**src/rtl/dcache_axi.sv**
```systemverilog
// AXI4 master bridge for a data cache: one outstanding transaction at a time,
// serving line refills, line writebacks and single-beat uncached accesses.
module dcache_axi #(
    parameter int         LINE_WORDS = 8,
    parameter logic [3:0] AXI_ID     = 4'b0001
) (
    input  logic                     clk,
    input  logic                     rst,
    // dcache side
    input  logic                     cache_rreq,
    input  logic                     cache_wreq,
    input  logic                     uncache_rreq,
    input  logic                     uncache_wreq,
    input  logic [31:0]              dc_bus_addr_i,
    input  logic [3:0]               dc_bus_wen_i,
    input  logic [31:0]              dc_bus_wdata_i,
    input  logic [1:0]               dc_bus_load_size_i,
    input  logic [1:0]               dc_bus_store_size_i,
    input  logic [LINE_WORDS*32-1:0] cacheline_wdata_i,
    output logic                     rend,
    output logic                     wend,
    output logic                     write_ok,
    output logic [LINE_WORDS*32-1:0] cacheline_rdata_o,
    output logic [31:0]              dc_uc_data_o,
    // AR channel
    output logic [3:0]               arid,
    output logic [31:0]              araddr,
    output logic [7:0]               arlen,
    output logic [2:0]               arsize,
    output logic [1:0]               arburst,
    output logic                     arvalid,
    input  logic                     arready,
    // R channel
    input  logic [3:0]               rid,
    input  logic [31:0]              rdata,
    input  logic [1:0]               rresp,
    input  logic                     rlast,
    input  logic                     rvalid,
    output logic                     rready,
    // AW channel
    output logic [3:0]               awid,
    output logic [31:0]              awaddr,
    output logic [7:0]               awlen,
    output logic [2:0]               awsize,
    output logic [1:0]               awburst,
    output logic                     awvalid,
    input  logic                     awready,
    // W channel
    output logic [31:0]              wdata,
    output logic [3:0]               wstrb,
    output logic                     wlast,
    output logic                     wvalid,
    input  logic                     wready,
    // B channel
    input  logic [1:0]               bresp,
    input  logic                     bvalid,
    output logic                     bready
);

    localparam int          IDX_W     = $clog2(LINE_WORDS);
    localparam logic [7:0]  BURST_LEN = 8'(LINE_WORDS - 1);
    localparam logic [31:0] LINE_MASK = ~32'(LINE_WORDS * 4 - 1);

    typedef enum logic [2:0] {
        IDLE, RD_ADDR, RD_DATA, WR_ADDR, WR_DATA, WR_RESP, DONE
    } state_t;

    state_t                       state_q, state_d;
    logic [7:0]                   cnt_q, cnt_d;
    logic [31:0]                  addr_q, addr_d;
    logic [3:0]                   wen_q, wen_d;
    logic [31:0]                  wdata_q, wdata_d;
    logic [1:0]                   load_size_q, load_size_d;
    logic [1:0]                   store_size_q, store_size_d;
    logic                         cached_q, cached_d;
    logic                         is_wr_q, is_wr_d;
    logic                         write_ok_q, write_ok_d;
    logic [LINE_WORDS-1:0][31:0]  vline_q, vline_d;
    logic [LINE_WORDS-1:0][31:0]  rline_q, rline_d;
    logic [31:0]                  uc_q, uc_d;

    logic [IDX_W-1:0]             idx;
    logic [7:0]                   xfer_len;
    logic                         unused_resp;

    // Responses and IDs carry nothing this master acts on.
    assign unused_resp = ^{rid, rresp, bresp};

    assign idx      = cnt_q[IDX_W-1:0];
    assign xfer_len = cached_q ? BURST_LEN : 8'd0;

    // Channel outputs are decoded from the state and the latched request.
    assign arid     = AXI_ID;
    assign araddr   = cached_q ? (addr_q & LINE_MASK) : addr_q;
    assign arlen    = xfer_len;
    assign arsize   = cached_q ? 3'b010 : {1'b0, load_size_q};
    assign arburst  = 2'b01;
    assign arvalid  = (state_q == RD_ADDR);
    assign rready   = (state_q == RD_DATA);

    assign awid     = AXI_ID;
    assign awaddr   = cached_q ? (addr_q & LINE_MASK) : addr_q;
    assign awlen    = xfer_len;
    assign awsize   = cached_q ? 3'b010 : {1'b0, store_size_q};
    assign awburst  = 2'b01;
    assign awvalid  = (state_q == WR_ADDR);

    assign wvalid   = (state_q == WR_DATA);
    assign wdata    = cached_q ? vline_q[idx] : wdata_q;
    assign wstrb    = cached_q ? 4'hF : wen_q;
    assign wlast    = wvalid && (cnt_q == xfer_len);
    assign bready   = (state_q == WR_RESP);

    assign rend              = (state_q == DONE) && !is_wr_q;
    assign wend              = (state_q == DONE) && is_wr_q;
    assign write_ok          = write_ok_q;
    assign cacheline_rdata_o = rline_q;
    assign dc_uc_data_o      = uc_q;

    // Next-state, request latching and beat bookkeeping.
    always_comb begin
        // NOTE: every signal gets a default first so no path leaves one unassigned (no latches).
        state_d      = state_q;
        cnt_d        = cnt_q;
        addr_d       = addr_q;
        wen_d        = wen_q;
        wdata_d      = wdata_q;
        load_size_d  = load_size_q;
        store_size_d = store_size_q;
        cached_d     = cached_q;
        is_wr_d      = is_wr_q;
        vline_d      = vline_q;
        rline_d      = rline_q;
        uc_d         = uc_q;
        write_ok_d   = 1'b0;

        unique case (state_q)
            IDLE: begin
                if (cache_wreq || uncache_wreq || cache_rreq || uncache_rreq) begin
                    addr_d       = dc_bus_addr_i;
                    wen_d        = dc_bus_wen_i;
                    wdata_d      = dc_bus_wdata_i;
                    load_size_d  = dc_bus_load_size_i;
                    store_size_d = dc_bus_store_size_i;
                    vline_d      = cacheline_wdata_i;
                    cnt_d        = 8'd0;
                    if (cache_wreq) begin
                        cached_d = 1'b1;
                        is_wr_d  = 1'b1;
                        state_d  = WR_ADDR;
                    end else if (uncache_wreq) begin
                        cached_d = 1'b0;
                        is_wr_d  = 1'b1;
                        state_d  = WR_ADDR;
                    end else if (cache_rreq) begin
                        cached_d = 1'b1;
                        is_wr_d  = 1'b0;
                        state_d  = RD_ADDR;
                    end else begin
                        cached_d = 1'b0;
                        is_wr_d  = 1'b0;
                        state_d  = RD_ADDR;
                    end
                end
            end
            RD_ADDR: if (arready) state_d = RD_DATA;
            RD_DATA: begin
                if (rvalid) begin
                    if (cached_q) rline_d[idx] = rdata;
                    else          uc_d         = rdata;
                    cnt_d = cnt_q + 8'd1;
                    if (rlast) state_d = DONE;
                end
            end
            WR_ADDR: if (awready) state_d = WR_DATA;
            WR_DATA: begin
                if (wready) begin
                    cnt_d = cnt_q + 8'd1;
                    if (cnt_q == xfer_len) begin
                        write_ok_d = 1'b1;
                        state_d    = WR_RESP;
                    end
                end
            end
            WR_RESP: if (bvalid) state_d = DONE;
            DONE:    state_d = IDLE;
            default: state_d = IDLE;
        endcase
    end

    // State and datapath registers.
    always_ff @(posedge clk or posedge rst) begin
        if (rst) begin
            state_q      <= IDLE;
            cnt_q        <= 8'd0;
            addr_q       <= 32'd0;
            wen_q        <= 4'd0;
            wdata_q      <= 32'd0;
            load_size_q  <= 2'd0;
            store_size_q <= 2'd0;
            cached_q     <= 1'b0;
            is_wr_q      <= 1'b0;
            write_ok_q   <= 1'b0;
            // NOTE: line buffers are reset too, because their contents drive outputs that must read 0 in reset.
            vline_q      <= '0;
            rline_q      <= '0;
            uc_q         <= 32'd0;
        end else begin
            // NOTE: non-blocking so every register samples the pre-edge values of the others.
            state_q      <= state_d;
            cnt_q        <= cnt_d;
            addr_q       <= addr_d;
            wen_q        <= wen_d;
            wdata_q      <= wdata_d;
            load_size_q  <= load_size_d;
            store_size_q <= store_size_d;
            cached_q     <= cached_d;
            is_wr_q      <= is_wr_d;
            write_ok_q   <= write_ok_d;
            vline_q      <= vline_d;
            rline_q      <= rline_d;
            uc_q         <= uc_d;
        end
    end

endmodule

```
**config.mk**
```make
export PLATFORM = sky130hd
export DESIGN_NAME = dcache_axi
export DESIGN_NICKNAME = d
export VERILOG_FILES = /design/src/rtl/dcache_axi.sv
export SDC_FILE = /design/constraint.sdc
export NUM_CORES = 1
export LEC_CHECK = 0
export BUFFER_PORTS_ARGS = -buffer_cell sky130_fd_sc_hd__buf_2
export CAP_MARGIN = 20
export CORE_AREA = 2 2 312 314
export DETAILED_ROUTE_END_ITERATION = 16
export DIE_AREA = 0 0 314 316
export PLACE_DENSITY = 0.51
export SKIP_CTS_REPAIR_TIMING = 1
export SYNTH_ARGS = -nofsm -noshare
export SYNTH_HDL_FRONTEND = slang
export SYNTH_SLANG_ARGS = --single-unit
```
**constraint.sdc**
```tcl
create_clock -name clk -period 38.9 [get_ports clk]
set_input_delay 7.78 -clock clk [delete_from_list [all_inputs] [get_ports clk]]
set_output_delay 7.78 -clock clk [all_outputs]
set_load 0.01 [all_outputs]
```
======== Yosys cells after proc, flatten, opt, wreduce, memory -nomap -nowiden ========
Cells that the tools add are included.
storage, ports and cells
  logic and storage cells ................. 95
  input bits .............................. 380
  bits in registers ....................... 630
  output and inout port bits .............. 431
cells by class
  reductions and logical operators ........ 15
  add/subtract/negate cells ............... 1
  equality and inequality tests ........... 15
  bitwise gates (word level) .............. 1
  muxes and demuxes ....................... 34
  $lt $le $gt $ge ......................... 2
operators by type and width
  cell                   count
  $bwmux W256            1
  $bmux W32 S3           1
  $demux W32 S3          1
  $mux W32               3
  $mux W3                9
  $mux W8                3
  $pmux W8 S3            1
  $pmux W3 S6            1
  $eq A3 B3 Y1 const B   3
  $add A8 B1 Y8 const B  1
  $eq A8 B3 Y1           1
  $mux W1                8
  $mux W2                4
  $ne A2 B1 Y1 const B   4
  $ne A2 B2 Y1 const B   4
  $reduce_and A8 Y1      1
  $eq A3 B2 Y1 const B   2
  $reduce_and A3 Y1      2
  $mux W5                1
  $logic_and A1 B1 Y1    4
  $lt A3 B4 Y1 const B   1
  $mux W4                1
  $reduce_and A4 Y1      1
  $eq A3 B1 Y1 const B   1
  7 further kinds        9

======== Longest topological paths before layout ========
  depth after elaboration ................. 5
  gate-level depth with buffers ........... 8
  depth with buffers taken out ............ 5

======== Least setup slack after synthesis ========
No wires, ideal clock.
  path type ............................... reg-to-output
  from .................................... register cnt_q[0]
  to ...................................... output port wdata[7]
  data required time ...................... 31120 ps
  data arrival time ....................... 1714 ps
  slack ................................... 29406 ps
  buffers on the path ..................... 3
  cell stages (with the launch flop) ...... 8
  cells stage by stage .................... dfrtp_1 buf_2 buf_2 buf_1 nand3_1 o211ai_1 o21ai_0 a31oi_1
between the ends
  word-level cells in the longest chain between the ends .. 3
ends and longest elaborated chain
  element                         line  text
  from (decl)                     69    logic [7:0] cnt_q, cnt_d;
  from (signal assigned)          211   cnt_q <= cnt_d;
  $bmux W32 S3                    109   assign wdata = cached_q ? vline_q[idx] : wdata_q;
  $mux W32 (not written as such)  109
  $mux W32                        109
  to (decl)                       49    output logic [31:0] wdata,
No other way between the ends. The select of a mux whose other input is x is not followed.

======== Worst setup path after layout ========
  from .................................... register cnt_q[2]
  to ...................................... output port wdata[1]
The elaborated chain is that of the path after synthesis.

==> out/results.txt <==
Outcome: finished, final reports clean
Design area: 34000 µm²
Register share of total power: 39.4%
CTS tree: built
Synth top area share: 58.5%
Die W: 314 µm
Crit share post-route: 29.3%
Largest net degree at the start of global routing: 195
Combinational power share: 34.2%
Sequential area share after synthesis: 58.5%
Relative slew slack: 27.6%
Final wirelength: 91000 µm
Worst setup margin: 27.52 ns
Die Height: 316 µm
Share of cells above drive strength 1: 39.2%
CP arrival: 3.60 ns
Clock transition at path regs: 0.06 ns
Sequential cell area: 15800 µm²
Syn Area/Cell: 10.7 µm²
Worst-Margin Slew: 1.09 ns
Vias: 20200
R2R cell count: 6
Max Slew Vio Count: 0
Initial antenna violation count: 59
Clock latency on the worst-skew pair: 0.62 ns
Hold crit path type: reg2reg
Skew final: 0.0177 ns
Row cnt: 114
Top post-synthesis cells by area: dfrtp_1 (58%), nand2_1 (14%), mux2_2 (12%)
1st-iter DRT viols: 1144
GR Overflow Total: 0
RSZ-0062 raised after global routing: no
Max frequency: 87.9 MHz
Critical Path End Type: primary output
CTS sink count: 630
Post-DP HPWL: 61700 µm
LEAKAGE: 18.2 nW
CTS buffer count: 74
Sw Ratio: 36.7%
Routed wire per std cell: 20.1 µm
Origin of the worst min-delay path: load_size_q[0]
Fin crit period: 11.38 ns
Worst hold path depth: 2
DRC viols: 0
Pwr Total: 0.00266 W
Finished Core Util: 35.4%
Clock root cell: clkbuf_16
VDD IR-drop max: 0.0482 mV
Worst Path Required: 31.12 ns
Clock power frac: 26.4%
Syn. warnings: 0
Post-Syn Instances: 2514
RR Startpoint: state_q[2]
Boundary Pins: 811
Crit-path max FO: 46
Routed Antenna Nets: 0
Number of register bits inferred by synthesis: 630
GP Congestion: 0.794
Sw power: 0.000977 W
Maxcap violations: 0
Critical path class: reg2out
Pwr Density: 78.3 nW/µm²
Setup slack, reg-to-reg: 35.12 ns
Worst slack, placed: 27.49 ns
Vias/cell: 4.47
Startpoint Class: register
Distinct cells, synth: 55
Multi-input gate area: 9970 µm²
Internal power: 0.00169 W
EDFF count, synth: 0
Final TNS setup: 0 ns
Gr usage total: 17.8%
Synth Flop Type: dfrtp_1
Starting Density: 28.1%
Vias in the first global route: 20300
Clock Path Buffers: 3
Hold endpoint: load_size_q[0]
Setup-failing EPs final: 0
Post-Syn Area: 27000 µm²
Crit Reg-Reg Endpoint: vline_q[243]
Port Buffers: 778
Drt first pass iters: 5
Core area: 96000 µm²
Area Growth Syn to Fin: 26.1%
# nets final: 3563
Die area: 99200 µm²
H-tree levels: 3
Fill count: 9856
Post-synthesis async set-or-reset flop share: 100%
First-pass GRT wire length: 133000 µm
Cell accounting for the most synthesized area: dfrtp_1
Placed Area: 31500 µm²
Final hold vios: 0
==> area by class of cell <==
type | count | area share, %
Inverter | 3 | 0.0552
Clock inverter | 22 | 0.857
Timing Repair Buffer | 808 | 12.2
Multi-Input combinational cell | 1665 | 29.3
Tap cell | 1276 | 4.70
Antenna cell | 17 | 0.125
Clock buffer | 107 | 6.32
Sequential cell | 630 | 46.4
==> per-layer routing <==
layer  part of all wire [%]  GRT usage [%]  up-vias
met5                   0.45              0        -
met4                    1.8           4.67       66
met3                    9.1           6.78      156
met2                     47           28.7      620
met1                     42           22.4     9878
li1                       -              -     9526
==> synth_stat cells, types with 8 or more instances <==
library cell	number
nor2_1	38
mux4_2	13
or2_2	12
nor2b_1	16
buf_1	10
buf_4	101
o21ai_0	15
dfrtp_1	630
a22o_1	14
mux2i_1	50
a221oi_1	14
o2bb2ai_1	23
a31oi_1	25
mux2_2	299
and2_1	8
clkbuf_1	58
nand2_1	1006
a21oi_1	13
buf_2	66
a22oi_1	23
==> logic make-up after synthesis <==
group                      share of synthesized area [%]
and+or+nand+nor                                     16.6
xor gates and xnor gates                          0.0325
DFF                                                 58.5
other                                             0.0278
buffers and inverters                               5.15
adders and majority gates                         0.0464
muxes                                               15.7
AOI/OAI and AO/OA                                   4.00
==> how the worst max path moves through the flow <==
stage / start / end / slack, ns
finish: cnt_q[2] / wdata[1] / 27.52
global route: cnt_q[2] / wdata[1] / 27.26
CTS: cnt_q[2] / wdata[1] / 27.34
detailed placement: uncache_wreq / vline_q[244] / 27.49
global placement: uncache_wreq / vline_q[181] / 27.47
floorplan: rst / addr_q[0] / 13.47
==> sequential cells by signal, indices dropped and copies added (netlist names), 3 cells and up <==
signal,cells
addr_q,32
cacheline_rdata_o,256
cnt_q,8
dc_uc_data_o,32
state_q,3
vline_q,256
wdata_q,32
wen_q,4
==> critical path, stage by stage (launching register included) <==
cell      delay (ns)
dfrtp_4         0.85
buf_4           0.77
and2_1          0.22
buf_4           0.31
a221oi_1        0.19
a21o_1          0.22
a31oi_1         0.19
buf_2           0.19
==> layout by cell type, fill, tap and decap left out, drive strengths merged, types with 23 or more instances in the layout <==
| master | synthesis | layout |
|---|---|---|
| a31oi | 25 | 25 |
| conb | 2 | 24 |
| nor2 | 40 | 40 |
| mux2i | 50 | 50 |
| a22oi | 23 | 23 |
| o2bb2ai | 23 | 23 |
| mux2 | 306 | 306 |
| nand2 | 1006 | 1006 |
| buf | 180 | 808 |
| clkbuf | 58 | 107 |
| dfrtp | 630 | 630 |
==> stage by stage <==
step	hold WS [ns]	cells
global route	0.482	4515
detailed placement	0.454	4382
global placement	0.449	4382
floorplan	0.437	2536
CTS	0.469	4511
finish	0.465	4528
==> power groups by stage <==
stage | Combinational [W] | Clock (W) | Sequential, W
after floorplan | 0.000617 | 0 | 0.00105
after global placement | 0.000918 | 0 | 0.00105
after detailed placement | 0.000927 | 0 | 0.00106
after CTS | 0.000931 | 0.000724 | 0.00105
after global routing | 0.00103 | 0.000749 | 0.00108
final | 0.000911 | 0.000703 | 0.00105
No activity file was read; power rests on OpenSTA's default activity.
